`config.mk`:
```
export PLATFORM = sky130hd
export DESIGN_NAME = button_debounce_4ch
export DESIGN_NICKNAME = d
export VERILOG_FILES = /design/src/rtl/button_debounce_4ch.sv
export SDC_FILE = /design/constraint.sdc
export NUM_CORES = 1
export LEC_CHECK = 0
export BUFFER_PORTS_ARGS = -buffer_cell sky130_fd_sc_hd__clkbuf_2
export CORE_MARGIN = 3
export CORE_UTILIZATION = 48
export CTS_CLUSTER_DIAMETER = 30
export DETAILED_ROUTE_END_ITERATION = 7
export PLACE_DENSITY = 0.65
export SLEW_MARGIN = 20
export SYNTH_ARGS = -nofsm -noshare
export SYNTH_HDL_FRONTEND = slang
export SYNTH_SLANG_ARGS = --single-unit
```
`constraint.sdc`:
```
create_clock -name clk -period 2 [get_ports clk]
set_input_delay 0.1 -clock clk [delete_from_list [all_inputs] [get_ports clk]]
set_output_delay 0.1 -clock clk [all_outputs]
set_load 0.02 [all_outputs]
```
`src/rtl/button_debounce_4ch.sv`:
```
// button_debounce_4ch: four-channel synchronizer, debouncer and press/release pulse generator
module button_debounce_4ch #(
  parameter int DEBOUNCE_CYCLES = 2_000_000,
  parameter int CNT_W = $clog2(DEBOUNCE_CYCLES)
) (
  input  logic       clk,
  input  logic       reset,
  input  logic [3:0] btn_raw,
  output logic [3:0] btn_level,
  output logic [3:0] btn_press,
  output logic [3:0] btn_release,
  output logic       any_level
);
  localparam logic [CNT_W-1:0] LAST = CNT_W'(DEBOUNCE_CYCLES - 1);
  logic [3:0] s1, s2, hit, stable_n;
  logic [CNT_W-1:0] cnt [4];
  logic [CNT_W-1:0] cnt_n [4];
  always_comb begin
    hit = '0;
    for (int i = 0; i < 4; i++) begin
      hit[i] = (s2[i] != btn_level[i]) && (cnt[i] == LAST);
      cnt_n[i] = (s2[i] == btn_level[i] || hit[i]) ? '0 : cnt[i] + CNT_W'(1);
    end
    stable_n = btn_level ^ hit;
  end
  always_ff @(posedge clk) begin
    if (!reset) begin
      s1 <= '0;
      s2 <= '0;
      cnt <= '{default: '0};
      btn_level <= '0;
      btn_press <= '0;
      btn_release <= '0;
      any_level <= 1'b0;
    end else begin
      s1 <= btn_raw;
      s2 <= s1;
      cnt <= cnt_n;
      btn_level <= stable_n;
      btn_press <= hit & s2;
      btn_release <= hit & ~s2;
      any_level <= |stable_n;
    end
  end
endmodule

```
# == Word level (Yosys, flattened, before mapping) ==
# Index checks and enable logic that the tools add are counted.
# totals
register_bits,105
input_bits,6
output_inout_bits,13
word_cells,44
# op_classes
add_sub_neg,4
eq_ne,12
n_bitwise,5
n_reduce_logical,13
# ops
op,count
adder 21 x 1 -> 21 bit (second input constant),4
equality test 21 bit (second input constant),4
AND 4 bit,2
OR reduction 2 bit,4
equality test 1 bit,4
logical AND 1 bit,4
logical OR 1 bit,4
!= test 1 bit,4
NOT 4 bit,1
OR reduction 4 bit,1
bitwise XOR 4 bit,1
NOT 1 bit,1

# == Logic depth before layout (Yosys ltp) ==
# Gate-level depths: netlist (run 1).
# depth
ltp_word,4
mapped_depth,8
ltp_nobuf,6

# == Least setup slack after synthesis (run 1) ==
# OpenSTA, ideal clock, no wires.
# synth_timing
kind,register -> register
from,reg cnt[42] (netlist name)
to,reg cnt[54] (netlist name)
setup_ns,0.117
arrival_time_ns,1.709
required_time_ns,1.883
setup_slack_ns,0.174
stages_incl_launch_ff,9
path_buffers,2
period_less_slack_ns,1.826
cell_sequence,dfxtp_1 -> ha_1 -> and3_1 -> buf_2 -> nand2_1 -> nor4_1 -> or3_1 -> buf_2 -> nor2_1
# synth_between
elab_chain_cells,4
word_cells_on_any_way,5
classes_between,add/sub: 1; eq/ne: 1; reduce/logical: 3
# synth_lines
item,line_no,text
from (decl),16,logic [CNT_W-1:0] cnt [4];
from (signal assigned),38,cnt <= cnt_n;
"parallel branches: the longest is 4 deep, another holds adder 21 x 1 -> 21 bit",-,
# Several ways; the timed one is not identified.
# A chain may end at the register's enable or synchronous reset.

# == Worst setup path in the final report (run 1) ==
# layout_timing
from,reg cnt[28] (netlist name)
to,reg any_level
# layout_between
elab_chain_cells,4
# layout_lines
item,line_no,text
equality test 21 bit,21,hit[i] = (s2[i] != btn_level[i]) && (cnt[i] == LAST);
logical AND 1 bit,21,
bitwise XOR 4 bit,24,stable_n = btn_level ^ hit;
OR reduction 4 bit,42,any_level <= |stable_n;
to (signal assigned),42,
to (decl),12,output logic any_level
# Every way passes these cells.

==> key figures, run 1 <==
Run status
  – Status: finished, final reports clean

Clock network
  – Clk sinks: 105
  – CTS Buf Count: 9
  – Clk buf depth: 2
  – Post-CTS Setup Bufs: 0
  – H-tree depth: 3
  – CTS tree: done
  – Clock root buffer: clkbuf_8
  – Clk_lat worst skew: 0.35 ns
  – Clock-pin slew on the worst setup and hold paths: 0.09 ns

Floorplanning
  – Die H: 101 um
  – Die area: 10100 um^2
  – Initial Utilization: 0.508
  – Row count: 33
  – Placeable Area: 8460 um^2
  – Die Wd: 101 um
  – # IOs: 19

Synthesis
  – Syn nets: 490
  – Asr flop ratio synth: 0
  – Synth Flop Type: dfxtp_1
  – Synth area leader: dfxtp_1
  – Synth area leaders: dfxtp_1 49%, xnor2_1 11%, nor2_1 9.5%
  – Yosys synthesis warning count: 0
  – Number of synthesized flops with an enable pin: 0
  – Synth cell types: 33
  – Synth cell count leaders: 109 x nor2_1, 105 x dfxtp_1, 55 x xnor2_1, 31 x nand3_1, 25 x xor2_1
  – Top-area cell type share of the netlist area: 0.488
  – Cells after synthesis: 480
  – Count leader, synth: nor2_1
  – Synthesized area: 4300 um^2
  – Syn avg cell area: 8.97 um^2
  – Post-synthesis register bit count: 105
  – Seq/Total Area, Yosys: 0.488

Timing
  – Fmax: 0.544 GHz
  – Rel. slew slack: 0.760
  – Setup TNS: 0 ns
  – Final setup vio count: 0
  – Worst-margin pin slew: 0.359 ns
  – Number of max-slew violations in the final report: 0
  – Final Hold Viols: 0
  – Tmin final: 1.84 ns
  – Clk_skew: 0.00851 ns
  – Fin crit share: 0.918

Worst setup path
  – Setup CP Type: reg -> reg
  – Worst EP arrival: 2.07 ns
  – Kind of end point of the critical path: flop
  – Startpoint Class: flop
  – Worst EP required: 2.23 ns
  – Max FO, Critical Path: 5

Global route
  – Pin count of the biggest net entering global routing: 22
  – GRT Total Usage: 0.156
  – Initial antenna violation count: 0
  – Vias in the first global route: 2967
  – First-pass GRT wire length: 12900 um
  – Total gr overflow: 0

Worst hold path
  – Hold Path Class: in -> reg

Pwr
  – VDD IR-drop max: 0.000346 V
  – Sw power: 0.705 mW
  – Clk pwr share: 0.395
  – Combinational Power Share: 0.015
  – Switch share: 0.198
  – Leakage power figure: 1.52 nW
  – Cell Int Power: 2.86 mW
  – Pwr dens: 735 nW/um^2
  – Seq pwr share: 0.590

Finish
  – Layout overhead on the synthesized area: 12.8%
  – Fill cell count: 762
  – Nets: 518
  – Share of post-route cells with drive strength above 1: 0.0955
  – Final core occ: 0.574
  – N_diodes: 0

Routing
  – Via count: 3096
  – Routed WL per cell: 11.7 um
  – Via density: 5.01
  – Final wirelength: 7250 um
  – DRT antenna net count: 0
  – TritonRoute pass-1 iters: 4
  – Post-route DRC: 0
  – DR iter-0 viols: 47

Placed design
  – Port bufs: 18
  – Routability Congestion: 0.767
  – Detail Placement HPWL: 5030 um

Run
  – Max-cap violations: 0
-- cell type report --
| class | count | area [um^2] | area share |
|---|---|---|---|
| flip-flops and latches | 105 | 2100 | 0.433 |
| multi-input cells | 342 | 2080 | 0.428 |
| repair buffers | 32 | 255 | 0.0526 |
| clock buffers | 11 | 141 | 0.0291 |
| well taps | 105 | 131 | 0.0271 |
| clock inverters | 5 | 78.8 | 0.0162 |
| inverters | 18 | 67.6 | 0.0139 |
-- cells by family (layout without fill, tap and decap cells) --
| kind of cell | Yosys count | count (layout) | share of synthesized area |
|---|---|---|---|
| AO/OA/AOI/OAI | 1 | 1 | 0.00204 |
| flip-flops | 105 | 105 | 0.488 |
| buffers and inverters | 33 | 66 | 0.0317 |
| AND/OR/NAND/NOR | 253 | 253 | 0.294 |
| multiplexers | 4 | 4 | 0.00930 |
| XOR/XNOR | 80 | 80 | 0.163 |
| adder cells (fa/ha/maj) | 4 | 4 | 0.0116 |
-- routing by layer --
| layer | part of all wire | vias to the layer above | GRT usage |
|---|---|---|---|
| met4 | 0.0070 | 0 | 0.0415 |
| met2 | 0.46 | 31 | 0.252 |
| li1 | - | 1649 | - |
| met3 | 0.039 | 6 | 0.0505 |
| met5 | 0 | - | 0 |
| met1 | 0.50 | 1410 | 0.201 |
-- timing repair --
action,4_1_cts,5_1_grt
setup endpoints to repair,0,4
endpoints found under the hold margin,4,0
hold buffers,4,0
gates resized for setup,0,2
-- registers in the layout, indices dropped and copies added, names as in the netlist --
| register | cells |
|---|---|
| cnt | 84 |
| btn_press | 4 |
| btn_level | 4 |
| s1 | 4 |
| btn_release | 4 |
| any_level | 1 |
| s2 | 4 |
-- worst max-delay path, cell delays in order (launching register included) --
cell and delay, ns:
dfxtp_1 0.35, or4b_1 0.56, nor4_4 0.39, mux2i_1 0.30, a41oi_1 0.13
-- layout by cell type (no fill, tap or decap), types with 7 or more instances in the layout --
cell type	count
nor2_1	109
dfxtp_1	105
xnor2_1	55
nand3_1	31
xor2_1	25
nand2_1	23
clkbuf_2	18
inv_1	17
nor3_1	16
nand4_1	14
nor4_1	11
clkbuf_8	10
and2_1	8
nor3b_1	7
-- path summary, 6_finish.rpt --
kind / from / end / slack [ns] / cells past startpoint
min: reset / s2[1] / 0.15 / 2
max: cnt[28] / any_level / 0.16 / 4
min reg2reg: s1[3] / s2[3] / 0.44 / 1
max reg2reg: cnt[28] / any_level / 0.16 / 4
-- metrics by stage --
stage | worst slack, ns | area [um^2] | hold slack [ns] | power (mW) | std cells
after floorplan | 0.174 | 4300 | 0.227 | 2.18 | 480
after global placement | 0.162 | 4580 | 0.321 | 2.20 | 598
after detailed placement | 0.132 | 4580 | 0.316 | 2.20 | 598
after CTS | 0.137 | 4840 | 0.126 | 3.63 | 618
after global routing | -0.0398 | 4860 | 0.157 | 3.71 | 618
final | 0.163 | 4860 | 0.147 | 3.57 | 618
-- power groups by stage --
stage	logic, mW	clock network (mW)	registers, mW
after global routing	0.0598	1.54	2.11
after CTS	0.0545	1.47	2.11
after detailed placement	0.0484	0	2.15
final	0.0534	1.41	2.11
after floorplan	0.0273	0	2.15
after global placement	0.0475	0	2.15
(Power assumes the default switching activity.)
==> run 2, diff against run 1 <==
--- a/config.mk
+++ b/config.mk
@@ -5,7 +5,7 @@
 export SDC_FILE = /design/constraint.sdc
 export NUM_CORES = 1
 export LEC_CHECK = 0
-export BUFFER_PORTS_ARGS = -buffer_cell sky130_fd_sc_hd__clkbuf_2
+export BUFFER_PORTS_ARGS = -buffer_cell sky130_fd_sc_hd__buf_2
 export CORE_MARGIN = 3
 export CORE_UTILIZATION = 48
 export CTS_CLUSTER_DIAMETER = 30
==> key figures, run 2 (same netlist as run 1, synthesis figures left out) <==
Routing
  – Via density: 5.06 (was 5.01)
  – DRT antenna net count: 0 (unchanged)
  – Via count: 3130 (was 3096)
  – Post-route DRC: 0 (unchanged)
  – TritonRoute pass-1 iters: 4 (unchanged)
  – Routed WL per cell: 12.1 um (was 11.7 um)
  – Final wirelength: 7460 um (was 7250 um)
  – DR iter-0 viols: 64 (was 47)

Worst setup path
  – Startpoint Class: flop (unchanged)
  – Cell family with most CP delay: simple AND/OR/NAND/NOR gates (unchanged)
  – CP max-delay cell: or4b_4 (was or4b_1)
  – Max FO, Critical Path: 4 (was 5)
  – Worst EP required: 2.23 ns (about the same)
  – Setup CP Type: reg -> reg (unchanged)
  – Worst path cell trace: nand3_2 > or4b_4 > nor3_1 > mux2i_1 > a41oi_1 (was or4b_1 > nor4_4 > mux2i_1 > a41oi_1)
  – Kind of end point of the critical path: flop (unchanged)
  – WP buf/inv: 0 (unchanged)
  – Worst EP arrival: 2.09 ns (was 2.07 ns)
  – CP max stage delay: 0.52 ns (was 0.56 ns)

Timing
  – Min Hold Slack: 0.0949 ns (was 0.147 ns)
  – RSZ-0062 raised after global routing: false
  – Setup TNS: 0 ns (unchanged)
  – Number of max-slew violations in the final report: 0 (unchanged)
  – Rel. slew slack: 0.751 (was 0.760)
  – Worst-margin pin slew: 0.370 ns (was 0.359 ns)
  – Fin crit share: 0.933 (was 0.918)
  – Final Hold Viols: 0 (unchanged)
  – Final setup vio count: 0 (unchanged)
  – Tmin final: 1.87 ns (was 1.84 ns)
  – Final setup margin: 0.135 ns (was 0.163 ns)
  – Fmax: 0.536 GHz (was 0.544 GHz)
  – Clk_skew: 0.0131 ns (was 0.00851 ns)

Clock network
  – H-tree depth: 3 (unchanged)
  – Clock-pin slew on the worst setup and hold paths: 0.10 ns (was 0.09 ns)
  – Clk sinks: 105 (unchanged)
  – Clk_lat worst skew: 0.36 ns (was 0.35 ns)
  – Post-CTS Setup Bufs: 0 (unchanged)
  – CTS tree: done (unchanged)
  – Clock root buffer: clkbuf_8 (unchanged)
  – CTS Buf Count: 9 (unchanged)
  – Clk buf depth: 2 (unchanged)

Global route
  – GRT Total Usage: 0.161 (was 0.156)
  – First-pass GRT wire length: 13200 um (was 12900 um)
  – Pin count of the biggest net entering global routing: 22 (unchanged)
  – Initial antenna violation count: 0 (unchanged)
  – Vias in the first global route: 2980 (was 2967)
  – Total gr overflow: 0 (unchanged)

Floorplanning
  – Initial Utilization: 0.508 (unchanged)
  – Die area: 10100 um^2 (unchanged)
  – Row count: 33 (unchanged)
  – # IOs: 19 (unchanged)
  – Placeable Area: 8460 um^2 (unchanged)
  – Die H: 101 um (unchanged)
  – Die Wd: 101 um (unchanged)

Worst hold path
  – Hold Path Class: in -> reg (unchanged)

Finish
  – Nets: 518 (unchanged)
  – Leading cell type in the layout, fill and taps excluded: nor2_1 (unchanged)
  – Share of post-route cells with drive strength above 1: 0.101 (was 0.0955)
  – Max FFs per register: 84 (unchanged)
  – Largest register by flop count: cnt (unchanged)
  – Layout overhead on the synthesized area: 12.8% (about the same)
  – Most frequent cells in the layout: 108 x nor2_1, 105 x dfxtp_1, 55 x xnor2_1 (was 109 x nor2_1, 105 x dfxtp_1, 55 x xnor2_1)
  – N_diodes: 0 (unchanged)
  – Final core occ: 0.574 (about the same)

Placed design
  – Routability Congestion: 0.774 (was 0.767)
  – Port bufs: 18 (unchanged)
  – Detail Placement HPWL: 5220 um (was 5030 um)
  – Pre-CTS setup slack: 0.132 ns (about the same)

Pwr
  – VDD IR-drop max: 0.000471 V (was 0.000346 V)
  – Pwr dens: 727 nW/um^2 (was 735 nW/um^2)
  – Leakage power figure: 1.52 nW (about the same)

Run status
  – Status: finished, final reports clean (unchanged)

Run
  – Max-cap violations: 0 (unchanged)
-- run 2: changes by cell type in the layout (fill, tap and decap cells not counted), sizes merged --
cell / before / now
buf: 10 / 28
clkbuf: 29 / 11
clkinv: 4 / 2
clkinvlp: 0 / 2
bufinv: 2 / 1
inv: 17 / 18
-- run 2: final timing paths --
kind	slack, ns	to	depth (start not counted)	start
setup / recovery	0.13	any_level	5	cnt[80]
hold / removal	0.09	s1[3]	2	reset
setup reg to reg	0.13	any_level	5	cnt[80]
hold reg to reg	0.44	s2[2]	1	s1[2]
-- run 2: stage by stage --
step | cell area (um^2) | power (mW) | cells
after floorplan | 4300 | 2.18 | 480
final | 4850 | 3.53 | 618
after CTS | 4840 | 3.57 | 618
after global placement | 4580 | 2.20 | 598
after global routing | 4850 | 3.67 | 618
after detailed placement | 4580 | 2.20 | 598
-- run 2: routing by layer --
layer | part of all wire | GRT usage | vias up | wire length (um)
met4 | 0.011 | 0.0487 | 0 | 82
li1 | - | - | 1651 | -
met3 | 0.035 | 0.0491 | 8 | 262
met5 | 0 | 0 | - | 0
met2 | 0.47 | 0.267 | 33 | 3540
met1 | 0.48 | 0.201 | 1438 | 3570
-- run 2: repair_timing --
action | in CTS | in global routing
hold buffers | 4 | 0
resized for setup | 0 | 4
hold endpoints to repair | 4 | 0
setup endpoints to repair | 0 | 23
-- run 2: cell type report --
type | count | area [um^2]
flip-flops and latches | 105 | 2100
clock inverters | 5 | 62.6
fillers | 769 | 3610
repair buffers | 32 | 255
clock buffers | 11 | 151
inverters | 18 | 67.6
multi-input cells | 342 | 2080
well taps | 105 | 131
-- run 2: where the power goes --
part	switching, mW	internal [mW]
clock network	0.714	0.654
registers	0.00664	2.10
logic	0.0274	0.0265
total	0.748	2.78
==> run 3, diff against run 2 <==
--- a/config.mk
+++ b/config.mk
@@ -7,10 +7,10 @@
 export LEC_CHECK = 0
 export BUFFER_PORTS_ARGS = -buffer_cell sky130_fd_sc_hd__buf_2
 export CORE_MARGIN = 3
-export CORE_UTILIZATION = 48
+export CORE_UTILIZATION = 30
 export CTS_CLUSTER_DIAMETER = 30
 export DETAILED_ROUTE_END_ITERATION = 7
-export PLACE_DENSITY = 0.65
+export PLACE_DENSITY = 0.45
 export SLEW_MARGIN = 20
 export SYNTH_ARGS = -nofsm -noshare
 export SYNTH_HDL_FRONTEND = slang
==> key figures, run 3 (same netlist as run 1, synthesis figures left out) <==
Worst setup path
  – Startpoint Class: flop (unchanged)
  – Cell family with most CP delay: simple AND/OR/NAND/NOR gates (unchanged)
  – R2R cell count: 5 (unchanged)
  – Max FO, Critical Path: 6 (was 4)
  – CP max stage delay: 0.70 ns (was 0.52 ns)
  – CP max-delay cell: or4_1 (was or4b_4)
  – Worst EP required: 2.25 ns (was 2.23 ns)
  – Worst path cell trace: nand3_1 > or4_1 > nor3b_1 > xnor2_1 > nor2_1 (was nand3_2 > or4b_4 > nor3_1 > mux2i_1 > a41oi_1)
  – Setup CP Type: reg -> reg (unchanged)
  – Kind of end point of the critical path: flop (unchanged)
  – Worst R2R Setup Slack: 0.14 ns (was 0.13 ns)
  – Reg-to-reg critical path endpoint: cnt[17] (was any_level)
  – Reg2reg start: cnt[2] (was cnt[80])
  – WP buf/inv: 0 (unchanged)
  – Worst EP arrival: 2.10 ns (was 2.09 ns)

Placed design
  – Number of placed cells counting well taps: 678 (was 598)
  – Routability Congestion: 0.742 (was 0.774)
  – Port bufs: 18 (unchanged)
  – Detail Placement HPWL: 5540 um (was 5220 um)

Clock network
  – CTS Buf Count: 9 (unchanged)
  – Clk_lat worst skew: 0.35 ns (was 0.36 ns)
  – CTS tree: done (unchanged)
  – H-tree depth: 3 (unchanged)
  – Clk sinks: 105 (unchanged)
  – Clock-pin slew on the worst setup and hold paths: 0.07 ns (was 0.10 ns)
  – Clock root buffer: clkbuf_16 (was clkbuf_8)
  – Clk buf depth: 2 (unchanged)

Pwr
  – Combinational Power Share: 0.015 (about the same)
  – Cell Int Power: 2.97 mW (was 2.78 mW)
  – VDD IR-drop max: 0.000427 V (was 0.000471 V)
  – Switch share: 0.213 (was 0.212)
  – Leakage power figure: 1.55 nW (was 1.52 nW)
  – Seq pwr share: 0.558 (was 0.597)
  – Sw power: 0.805 mW (was 0.748 mW)
  – Clk pwr share: 0.427 (was 0.388)
  – Overall power: 3.77 mW (was 3.53 mW)
  – Pwr dens: 751 nW/um^2 (was 727 nW/um^2)

Finish
  – N_diodes: 0 (unchanged)
  – Fill cell count: 1435 (was 769)
  – Most frequent cells in the layout: 108 x nor2_1, 105 x dfxtp_1, 55 x xnor2_1 (unchanged)
  – Max FFs per register: 84 (unchanged)
  – Largest register by flop count: cnt (unchanged)
  – Post-route insts no fill: 697 (was 618)
  – Share of post-route cells with drive strength above 1: 0.103 (was 0.101)
  – Leading cell type in the layout, fill and taps excluded: nor2_1 (unchanged)
  – Nets: 523 (was 518)
  – Layout overhead on the synthesized area: 16.7% (was 12.8%)

Floorplanning
  – Die H: 126 um (was 101 um)
  – Die Wd: 126 um (was 101 um)
  – # IOs: 19 (unchanged)
  – Initial Utilization: 0.309 (was 0.508)
  – Placeable Area: 13900 um^2 (was 8460 um^2)
  – Row count: 43 (was 33)
  – Die area: 15800 um^2 (was 10100 um^2)

Timing
  – Worst-margin pin slew: 0.360 ns (was 0.370 ns)
  – Final Hold Viols: 0 (unchanged)
  – Fin crit share: 0.928 (was 0.933)
  – Setup TNS: 0 ns (unchanged)
  – Fmax: 0.539 GHz (was 0.536 GHz)
  – RSZ-0062 raised after global routing: false (unchanged)
  – Rel. slew slack: 0.758 (was 0.751)
  – Clk_skew: 0.00764 ns (was 0.0131 ns)
  – Number of max-slew violations in the final report: 0 (unchanged)
  – Final setup vio count: 0 (unchanged)
  – Tmin final: 1.86 ns (was 1.87 ns)

Global route
  – Met3 Usage GRT: 0.0407 (was 0.0491)
  – Met1 Track Usage GR: 0.150 (was 0.201)
  – GR peak layer: met2 (unchanged)
  – Vias in the first global route: 3020 (was 2980)
  – Total gr overflow: 0 (unchanged)
  – GRT Total Usage: 0.111 (was 0.161)
  – Pin count of the biggest net entering global routing: 22 (unchanged)
  – Initial antenna violation count: 0 (unchanged)
  – Met2 Track Usage GR: 0.166 (was 0.267)
  – First-pass GRT wire length: 14300 um (was 13200 um)

Routing
  – Routed WL per cell: 11.7 um (was 12.1 um)
  – DR iter-0 viols: 185 (was 64)
  – Final wirelength: 8140 um (was 7460 um)
  – Via density: 4.47 (was 5.06)
  – Post-route DRC: 0 (unchanged)
  – DRT antenna net count: 0 (unchanged)
  – TritonRoute pass-1 iters: 4 (unchanged)
  – Via count: 3116 (was 3130)

Run
  – Max-cap violations: 0 (unchanged)

Run status
  – Status: finished, final reports clean (unchanged)

Worst hold path
  – Worst hold start: reset (unchanged)
  – Hold Path End: s1[3] (unchanged)
  – Hold Path Class: in -> reg (unchanged)
  – Hold Path Stages: 2 (unchanged)
[run 3: changes by cell type in the layout (fill, tap and decap cells not counted), sizes merged]
cell,delta
buf,+5
clkinv,+1
bufinv,-1
clkinvlp,-1
[run 3: layout make-up]
cell class	count	area, um^2	share of cell area
timing repair buffer	37	293	0.0583
inverter	18	67.6	0.0134
clock inverter	4	30.0	0.00598
clock buffer	11	233	0.0463
tap	180	225	0.0448
sequential	105	2100	0.418
multi-input combinational	342	2070	0.413
[run 3: power by group through the flow]
stage / logic (mW) / registers, mW / clock network (mW)
final: 0.0548 / 2.11 / 1.61
after CTS: 0.0559 / 2.11 / 1.69
after floorplan: 0.0273 / 2.15 / 0
after detailed placement: 0.0498 / 2.15 / 0
after global placement: 0.0499 / 2.15 / 0
after global routing: 0.0614 / 2.11 / 1.77
[run 3: worst max-delay path by stage]
| stage | slack, ns | end | startpoint | cells past startpoint |
|---|---|---|---|---|
| 2_1_floorplan | 0.17 | cnt[54] | cnt[42] | 8 |
| 3_3_place_gp | 0.13 | any_level | cnt[42] | 7 |
| 3_5_place_dp | 0.15 | any_level | cnt[80] | 5 |
| 4_1_cts | 0.14 | any_level | cnt[80] | 5 |
| 5_1_grt | 0.02 | any_level | cnt[42] | 7 |
| 6_report | 0.14 | cnt[17] | cnt[2] | 5 |
[run 3: what timing repair did]
| item | in CTS | in global routing |
|---|---|---|
| setup endpoints to repair | 0 | 1 |
| setup buffers | 0 | 0 |
| endpoints found under the hold margin | 4 | 0 |
| hold buffers | 4 | 0 |
| resized for setup | 0 | 2 |
[run 3: layer usage]
metal  vias to the layer above  wire (um)
met3                         8        277
met5                         -          0
met1                      1421       4240
li1                       1653          -
met2                        34       3510
met4                         0        109
[run 3: per-stage QoR]
| step | setup WS (ns) | cell area, um^2 | utilization | hold WS (ns) |
|---|---|---|---|---|
| 4_1_cts | 0.135 | 5020 | 0.360 | 0.115 |
| 3_5_place_dp | 0.149 | 4710 | 0.338 | 0.313 |
| 2_1_floorplan | 0.174 | 4300 | - | 0.227 |
| 5_1_grt | 0.0204 | 5020 | 0.361 | 0.129 |
| 6_report | 0.144 | 5020 | 0.361 | 0.133 |
| 3_3_place_gp | 0.134 | 4710 | 0.338 | 0.317 |
